$ cat src/rtl/dlx_mem_pkg.sv
// Shared types and constants for the DLX instruction/data SRAM arbiter.
package dlx_mem_pkg;

    localparam int unsigned WORD_W = 32;
    localparam logic [31:0] WORD_ALIGN_MASK = 32'hFFFF_FFFC;

    typedef enum logic [1:0] {
        StIdle,
        StAccess,
        StResp
    } state_e;

    typedef enum logic {
        GntI,
        GntD
    } gnt_e;

    function automatic logic [31:0] word_align(input logic [31:0] addr);
        return addr & WORD_ALIGN_MASK;
    endfunction

endpackage

$ cat src/rtl/dlx_mem_arbiter_if.sv
// Fetch port, data port and SRAM bus of the DLX memory arbiter.
interface dlx_mem_arbiter_if;
    import dlx_mem_pkg::*;

    logic                if_req;
    logic [31:0]         if_addr;
    logic [0:WORD_W-1]   if_rdata;
    logic                if_ack;

    logic                dm_req;
    logic                dm_we;
    logic [31:0]         dm_addr;
    logic [0:WORD_W-1]   dm_wdata;
    logic [0:WORD_W-1]   dm_rdata;
    logic                dm_ack;

    logic                sram_cs;
    logic                sram_oe;
    logic                sram_we;
    logic [31:0]         sram_addr;
    logic [0:WORD_W-1]   sram_din;
    logic [0:WORD_W-1]   sram_dout;

    logic                busy;

    modport slave (
        input  if_req, if_addr, dm_req, dm_we, dm_addr, dm_wdata, sram_dout,
        output if_rdata, if_ack, dm_rdata, dm_ack,
        output sram_cs, sram_oe, sram_we, sram_addr, sram_din, busy
    );

    modport master (
        output if_req, if_addr, dm_req, dm_we, dm_addr, dm_wdata, sram_dout,
        input  if_rdata, if_ack, dm_rdata, dm_ack,
        input  sram_cs, sram_oe, sram_we, sram_addr, sram_din, busy
    );

endinterface

$ cat src/rtl/dlx_mem_wait_ctr.sv
// Loadable down-counter with a zero flag; holds at zero once reached.
module dlx_mem_wait_ctr #(
    parameter int unsigned Width = 4
) (
    input  logic             clk,
    input  logic             reset_n,
    input  logic             load_i,
    input  logic [Width-1:0] load_val_i,
    input  logic             dec_i,
    output logic             zero_o
);

    logic [Width-1:0] cnt_q, cnt_d;

    always_comb begin
        cnt_d = cnt_q;
        if (load_i) begin
            cnt_d = load_val_i;
        end else if (dec_i && (cnt_q != '0)) begin
            cnt_d = cnt_q - 1'b1;
        end
    end

    always_ff @(posedge clk) begin
        if (!reset_n) begin
            cnt_q <= '0;
        end else begin
            cnt_q <= cnt_d;
        end
    end

    assign zero_o = (cnt_q == '0);

endmodule

$ cat src/rtl/dlx_mem_arbiter.sv
// Single-port SRAM arbiter between DLX fetch and data stages: data has priority,
// with a starvation guard that forces a fetch grant after a run of data grants.
module dlx_mem_arbiter
    import dlx_mem_pkg::*;
#(
    parameter int unsigned WAIT_CYCLES  = 1,
    parameter int unsigned STARVE_LIMIT = 4
) (
    input logic              clk,
    input logic              reset_n,
    dlx_mem_arbiter_if.slave bus
);

    localparam int unsigned CtrW = (WAIT_CYCLES > 0) ? $clog2(WAIT_CYCLES + 1) : 1;
    localparam int unsigned StW  = (STARVE_LIMIT > 0) ? $clog2(STARVE_LIMIT + 1) : 1;

    state_e              state_q, state_d;
    gnt_e                gnt_q, gnt_d;
    logic                we_q, we_d;
    logic [31:0]         addr_q, addr_d;
    logic [0:WORD_W-1]   wdata_q, wdata_d;
    logic [0:WORD_W-1]   if_rdata_q, if_rdata_d;
    logic [0:WORD_W-1]   dm_rdata_q, dm_rdata_d;
    logic [StW-1:0]      starve_q, starve_d;

    logic ctr_load, ctr_dec, ctr_zero;
    logic starved;

    dlx_mem_wait_ctr #(
        .Width (CtrW)
    ) u_wait_ctr (
        .clk        (clk),
        .reset_n    (reset_n),
        .load_i     (ctr_load),
        .load_val_i (CtrW'(WAIT_CYCLES)),
        .dec_i      (ctr_dec),
        .zero_o     (ctr_zero)
    );

    assign starved = (starve_q == StW'(STARVE_LIMIT));

    always_comb begin
        state_d    = state_q;
        gnt_d      = gnt_q;
        we_d       = we_q;
        addr_d     = addr_q;
        wdata_d    = wdata_q;
        if_rdata_d = if_rdata_q;
        dm_rdata_d = dm_rdata_q;
        starve_d   = starve_q;
        ctr_load   = 1'b0;
        ctr_dec    = 1'b0;

        case (state_q)
            StIdle: begin
                if (bus.if_req && (starved || !bus.dm_req)) begin
                    gnt_d    = GntI;
                    we_d     = 1'b0;
                    addr_d   = word_align(bus.if_addr);
                    starve_d = '0;
                    ctr_load = 1'b1;
                    state_d  = StAccess;
                end else if (bus.dm_req) begin
                    gnt_d    = GntD;
                    we_d     = bus.dm_we;
                    addr_d   = word_align(bus.dm_addr);
                    wdata_d  = bus.dm_wdata;
                    ctr_load = 1'b1;
                    state_d  = StAccess;
                    // Count only data grants that left a fetch waiting.
                    if (bus.if_req && !starved) begin
                        starve_d = starve_q + 1'b1;
                    end
                end
                if (!bus.if_req) begin
                    starve_d = '0;
                end
            end
            StAccess: begin
                if (ctr_zero) begin
                    if (!we_q) begin
                        if (gnt_q == GntI) begin
                            if_rdata_d = bus.sram_dout;
                        end else begin
                            dm_rdata_d = bus.sram_dout;
                        end
                    end
                    state_d = StResp;
                end else begin
                    ctr_dec = 1'b1;
                end
            end
            StResp: begin
                state_d = StIdle;
            end
            default: begin
                state_d = StIdle;
            end
        endcase
    end

    always_ff @(posedge clk) begin
        if (!reset_n) begin
            state_q    <= StIdle;
            gnt_q      <= GntI;
            we_q       <= 1'b0;
            addr_q     <= '0;
            wdata_q    <= '0;
            if_rdata_q <= '0;
            dm_rdata_q <= '0;
            starve_q   <= '0;
        end else begin
            state_q    <= state_d;
            gnt_q      <= gnt_d;
            we_q       <= we_d;
            addr_q     <= addr_d;
            wdata_q    <= wdata_d;
            if_rdata_q <= if_rdata_d;
            dm_rdata_q <= dm_rdata_d;
            starve_q   <= starve_d;
        end
    end

    // SRAM controls decode straight from state so a reset drops them at that edge.
    assign bus.sram_cs   = (state_q == StAccess);
    assign bus.sram_oe   = (state_q == StAccess) && !we_q;
    assign bus.sram_we   = (state_q == StAccess) && we_q;
    assign bus.sram_addr = addr_q;
    assign bus.sram_din  = wdata_q;

    assign bus.if_ack    = (state_q == StResp) && (gnt_q == GntI);
    assign bus.dm_ack    = (state_q == StResp) && (gnt_q == GntD);
    assign bus.if_rdata  = if_rdata_q;
    assign bus.dm_rdata  = dm_rdata_q;
    assign bus.busy      = (state_q != StIdle);

endmodule

$ cat src/flat_wrapper.sv
// flat-port wrapper written by rule: the top's interface ports become plain ports
module dlx_mem_arbiter_flat import dlx_mem_pkg::*;
#(
    parameter int unsigned WAIT_CYCLES  = 1,
    parameter int unsigned STARVE_LIMIT = 4
)
  (clk, reset_n, bus_if_req, bus_if_addr, bus_dm_req, bus_dm_we, bus_dm_addr, bus_dm_wdata, bus_sram_dout, bus_if_rdata, bus_if_ack, bus_dm_rdata, bus_dm_ack, bus_sram_cs, bus_sram_oe, bus_sram_we, bus_sram_addr, bus_sram_din, bus_busy);
  dlx_mem_arbiter_if bus_i ();
  input logic clk;
  input logic reset_n;
  input wire logic [$bits(bus_i.if_req)-1:0] bus_if_req;
  input wire logic [$bits(bus_i.if_addr)-1:0] bus_if_addr;
  input wire logic [$bits(bus_i.dm_req)-1:0] bus_dm_req;
  input wire logic [$bits(bus_i.dm_we)-1:0] bus_dm_we;
  input wire logic [$bits(bus_i.dm_addr)-1:0] bus_dm_addr;
  input wire logic [$bits(bus_i.dm_wdata)-1:0] bus_dm_wdata;
  input wire logic [$bits(bus_i.sram_dout)-1:0] bus_sram_dout;
  output wire logic [$bits(bus_i.if_rdata)-1:0] bus_if_rdata;
  output wire logic [$bits(bus_i.if_ack)-1:0] bus_if_ack;
  output wire logic [$bits(bus_i.dm_rdata)-1:0] bus_dm_rdata;
  output wire logic [$bits(bus_i.dm_ack)-1:0] bus_dm_ack;
  output wire logic [$bits(bus_i.sram_cs)-1:0] bus_sram_cs;
  output wire logic [$bits(bus_i.sram_oe)-1:0] bus_sram_oe;
  output wire logic [$bits(bus_i.sram_we)-1:0] bus_sram_we;
  output wire logic [$bits(bus_i.sram_addr)-1:0] bus_sram_addr;
  output wire logic [$bits(bus_i.sram_din)-1:0] bus_sram_din;
  output wire logic [$bits(bus_i.busy)-1:0] bus_busy;
  assign bus_i.if_req = bus_if_req;
  assign bus_i.if_addr = bus_if_addr;
  assign bus_i.dm_req = bus_dm_req;
  assign bus_i.dm_we = bus_dm_we;
  assign bus_i.dm_addr = bus_dm_addr;
  assign bus_i.dm_wdata = bus_dm_wdata;
  assign bus_i.sram_dout = bus_sram_dout;
  assign bus_if_rdata = bus_i.if_rdata;
  assign bus_if_ack = bus_i.if_ack;
  assign bus_dm_rdata = bus_i.dm_rdata;
  assign bus_dm_ack = bus_i.dm_ack;
  assign bus_sram_cs = bus_i.sram_cs;
  assign bus_sram_oe = bus_i.sram_oe;
  assign bus_sram_we = bus_i.sram_we;
  assign bus_sram_addr = bus_i.sram_addr;
  assign bus_sram_din = bus_i.sram_din;
  assign bus_busy = bus_i.busy;
  dlx_mem_arbiter #(.WAIT_CYCLES(WAIT_CYCLES), .STARVE_LIMIT(STARVE_LIMIT)) u_core (.clk(clk), .reset_n(reset_n), .bus(bus_i));
endmodule
$ cat config.mk
export PLATFORM = sky130hd
export DESIGN_NAME = dlx_mem_arbiter_flat
export DESIGN_NICKNAME = d
export VERILOG_FILES = /design/src/rtl/dlx_mem_pkg.sv /design/src/rtl/dlx_mem_arbiter_if.sv /design/src/rtl/dlx_mem_wait_ctr.sv /design/src/rtl/dlx_mem_arbiter.sv /design/src/flat_wrapper.sv
export SDC_FILE = /design/constraint.sdc
export NUM_CORES = 1
export LEC_CHECK = 0
export BUFFER_PORTS_ARGS = -buffer_cell sky130_fd_sc_hd__buf_2
export CAP_MARGIN = 25
export CELL_PAD_IN_SITES_DETAIL_PLACEMENT = 1
export CELL_PAD_IN_SITES_GLOBAL_PLACEMENT = 2
export CORE_MARGIN = 10
export CORE_UTILIZATION = 27
export CTS_CLUSTER_DIAMETER = 150
export DETAILED_ROUTE_END_ITERATION = 12
export PLACE_DENSITY = 0.95
export SLEW_MARGIN = 20
export SYNTH_ARGS = -nofsm -noshare
export SYNTH_HDL_FRONTEND = slang
export SYNTH_SLANG_ARGS = --single-unit
$ cat constraint.sdc
create_clock -name clk -period 3.75 [get_ports clk]
set_input_delay 0.375 -clock clk [delete_from_list [all_inputs] [get_ports clk]]
set_output_delay 0.375 -clock clk [all_outputs]
set_load 0.02 [all_outputs]
-- After elaboration in Yosys (flattened, before gate mapping)
Cells that the tools add are included.
- bits in registers: 136
- output and inout bits: 134
- logic and storage cells: 64
- input port bits: 133
- bitwise logic cells: 4
- muxes and demuxes: 21
- reductions and logical operators: 21
- add/subtract/negate cells: 2
- eq/ne operators: 7
- operator list (cell ; number):
    32-bit 2-to-1 mux ; 2
    3-bit 2-to-1 mux ; 4
    1-bit 2-to-1 mux ; 11
    4-bit AND reduction ; 2
    1-bit logical AND ; 7
    2-bit 2-to-1 mux ; 3
    3-bit by 1-bit != test with 1-bit output, second input constant ; 2
    3-bit AND reduction ; 2
    2-bit nonzero test ; 3
    1-bit NOT ; 4
    2-bit case mux with 2 select lines ; 1
    2-bit AND reduction ; 2
    3-bit by 1-bit adder with 3-bit output, second input constant ; 1
    3-bit equality test, second input constant ; 1
    1-bit logical NOT ; 3
    3-bit by 2-bit != test with 1-bit output, second input constant ; 1
    2-bit by 1-bit equality test with 1-bit output, second input constant ; 1
    2-bit equality test, second input constant ; 1
    2-bit logical NOT ; 1
    2-bit != test, second input constant ; 1
    1-bit logical OR ; 1
    1-bit subtractor, second input constant ; 1

-- Logic depth before layout (Yosys ltp)
- depth in word-level cells: 7
- gate-level depth with buffers: 6
- gate-level depth less buffers: 5

-- By module
From an unflattened synthesis, not the netlist that was laid out.
- cells, all modules: 674
- area, all modules: 5788.1 um^2
- modules (own cells, without submodules) (module ; area an instance (um^2) ; sequential area each (um^2) ; cells an instance ; times used):
    dlx_mem_arbiter ; 5739.3 ; 2662.6 ; 669 ; 1
    dlx_mem_wait_ctr ; 48.8 ; 20.0 ; 5 ; 1

-- Worst setup path after synthesis
No wires, ideal clock.
- kind: flip-flop to output port
- start point: register u_core.gnt_q
- end point: output bus_dm_ack
- stages on the path, launching flop included: 5
- setup slack: 2041 ps
- data required time: 3375 ps
- buffers on the path: 2
- data arrival time: 1334 ps
- cells stage by stage: dfxtp_1 > inv_1 > clkbuf_1 > clkbuf_1 > nor3b_1
- cells in the longest elaborated chain, start to end: 1
- RTL lines (item ; RTL line ; source):
    from (decl) ; dlx_mem_arbiter.sv:18 ; gnt_e gnt_q, gnt_d;
    from (signal assigned) ; dlx_mem_arbiter.sv:105 ; gnt_q <= GntI;
    from (signal assigned) ; dlx_mem_arbiter.sv:114 ; gnt_q <= gnt_d;
    1-bit logical AND ; dlx_mem_arbiter.sv:132 ; assign bus.dm_ack = (state_q == StResp) && (gnt_q == GntD);
    to (decl) ; flat_wrapper.sv:21 ; output wire logic [$bits(bus_i.dm_ack)-1:0] bus_dm_ack;
No other way between the ends.

-- Worst setup path after layout
- start point: register u_core.state_q[0]
- end point: output bus_busy
- cells in the longest elaborated chain, start to end: 1
- RTL lines (item ; RTL line ; source):
    from (decl) ; dlx_mem_arbiter.sv:17 ; state_e state_q, state_d;
    from (signal assigned) ; dlx_mem_arbiter.sv:104 ; state_q <= StIdle;
    from (signal assigned) ; dlx_mem_arbiter.sv:113 ; state_q <= state_d;
    2-bit nonzero test ; dlx_mem_arbiter.sv:135 ; assign bus.busy = (state_q != StIdle);
    to (decl) ; flat_wrapper.sv:27 ; output wire logic [$bits(bus_i.busy)-1:0] bus_busy;
No other way between the ends.

==> metrics <==
outcome complete, no violations; drt drc 0; RePlAce Congestion 0.739; R2R depth 5; vias in the first global route 5920; Post-synth ARST share 0; Ys Warns 0; Synth-to-Final Area Change 35.5%; Slew Viols, Final 0; mapped cell area 5720 um2; Final setup viols 0; final setup margin 1.43 ns; die area 27400 um2; Tmin final 2.32 ns; DP Cell Count 1134; grt total ovfl 0; Setup CP Type flip-flop to output port; flop2flop setup slack 1.57 ns; share of the yosys chip area belonging to registers 0.469; Max-slew headroom 0.364; worst path arrival time 1.94 ns; WL final 21.8 mm; worst-path maximum fanout 36; clock tree root buffer cell clkbuf_16; Rows 53; syn_area_per_cell 8.55 um2; Die Y 166 um; post-place setup slack 1.56 ns; Startpoint Class flip-flop; Port Buffer Count 260; Floorplan Core Area 21000 um2; WL/cell 18.7 um; first-pass GRT wire length 33.0 mm; hold buffer count at CTS 0; #FFs+latches synth 134; Main synth FF type dfxtp_1; initial core utilization 0.273; clock buffer depth 2; I/O Pins 267; antenna violations before repair 2; # nets final 1014; clk slew on worst S/H paths 0.07 ns; cell taking the most area after synthesis dfxtp_1; post-cts resize count 0; leakage power 3.49 nW; Peak Freq 0.432 GHz; final core utilization 0.370; H-tree depth 4; post-DP HPWL 14.7 mm; Synth top area share 0.469; antenna viol nets, final 0; Max-cap violations 0; largest net degree at the start of global routing 68; drt first pass iters 4; hold path depth 3; Distinct cells, synth 33; RSZ-0062 raised after global routing no; commonest cells in the synthesized netlist dfxtp_1, a21oi_1, nand3_1; Layout Cells excl Fill 1168; Post-CTS Setup Bufs 0; Power per Cell Area 535 nW/um2; worst slew pin tran 0.953 ns; Total GRT Usage 0.151; r2r startpoint u_core.starve_q[0]; Vias 5888; CTS Sinks 134; Worst-Skew Late Latency 0.41 ns; RR Endpoint u_core.bus.sram_addr[29]; fin crit share 0.618; Hold Crit Endpoint u_core.bus.sram_din[31]; CTS tree done; Hold Violations, Final 0; Hold Path Class input pin to flip-flop; Vias/cell 5.04; clock skew 0.00814 ns; HP Start bus_dm_wdata[0]; Cells after Synth 669; setup TNS 0 ns; Data required, critical path 3.38 ns; CP endpoint kind output port; Peak supply drop 278 uV; Chip Width 166 um; CTS Buf Count 17; Initial DRC Count 298; EDFF count, synth 0; layout cell share with drive strength beyond 1 0.352; ranking of synthesized cells by area dfxtp_1, a21oi_1, nand3_1; cell with the most instances after synthesis dfxtp_1
-- worst max-delay path by stage --
stage | start | end | slack (ns)
global route | u_core.state_q[1] | bus_busy | 1.29
detailed placement | bus_if_req | u_core.bus.sram_addr[19] | 1.56
CTS | u_core.state_q[1] | bus_busy | 1.38
global placement | bus_if_req | u_core.bus.sram_addr[16] | 1.57
finish | u_core.state_q[0] | bus_busy | 1.43
floorplan | u_core.gnt_q | bus_dm_ack | 2.04
-- stage by stage --
step | hold WS [ns] | cell area [um2] | total power [mW]
6_report | 0.204 | 7750 | 4.15
5_1_grt | 0.187 | 7750 | 4.36
3_5_place_dp | 0.466 | 7090 | 2.34
4_1_cts | 0.177 | 7730 | 4.21
2_1_floorplan | 0.449 | 5730 | 2.08
3_3_place_gp | 0.458 | 7090 | 2.33
-- registers in the layout, indices dropped and copies added (netlist names) --
signal / flops
u_core.bus.dm_rdata: 32
u_core.u_wait_ctr.cnt_q: 1
u_core.bus.sram_din: 32
u_core.starve_q: 3
u_core.gnt_q: 1
u_core.state_q: 2
u_core.bus.if_rdata: 32
u_core.we_q: 1
u_core.bus.sram_addr: 30
-- layout by cell type (no fill, tap or decap), types with 3 or more instances in the layout --
master      Yosys  routed
a21boi_0       31      31
a21oi_1       103     103
and3_1         31      31
buf_2          11     260
buf_4           4       9
bufinv_16       0       4
clkbuf_16       0      17
clkinvlp_4      0       3
dfxtp_1       134     133
inv_1           4       3
inv_6           0       6
nand2_1         6       6
nand3_1        98      98
o21ai_0        38      38
o21ai_1        61      60
o21bai_1       30      30
o311a_1        30      30
-- cell families (layout without fill, tap and decap cells) --
group,after synthesis,after routing,synth area share
AOI/OAI and AO/OA,295,295,0.312
and+or+nand+nor,151,151,0.143
DFF,134,134,0.469
buffers and inverters,86,308,0.0706
adders and majority gates,2,2,0.00437
other,1,3,0.000655
-- critical path: stages (launching register included) --
cell     delay (ns)
dfxtp_1        0.56
nor2_2         0.14
inv_2          0.52
buf_2          0.29
-- final cells by class --
type / instances / area [um2]
multi-input combinational: 450 / 2670
clock buffer: 17 / 425
inverter: 6 / 23.8
antenna: 1 / 2.50
timing repair buffer: 270 / 1390
fill: 2563 / 13200
clock inverter: 15 / 215
sequential: 134 / 2680
tap: 275 / 344
-- per-layer routing --
| metal | up-vias | GRT usage | part of all wire |
|---|---|---|---|
| met5 | - | 0 | 0 |
| met4 | 0 | 0.0447 | 0.011 |
| met3 | 13 | 0.0719 | 0.10 |
| met2 | 196 | 0.238 | 0.46 |
| met1 | 2800 | 0.180 | 0.42 |
| li1 | 2879 | - | - |
-- report_power, final --
group	total, mW	internal, mW	switching (mW)
clock network	1.84	1.13	0.710
logic	0.728	0.253	0.474
registers	1.58	1.52	0.0509
(Power assumes the default switching activity.)
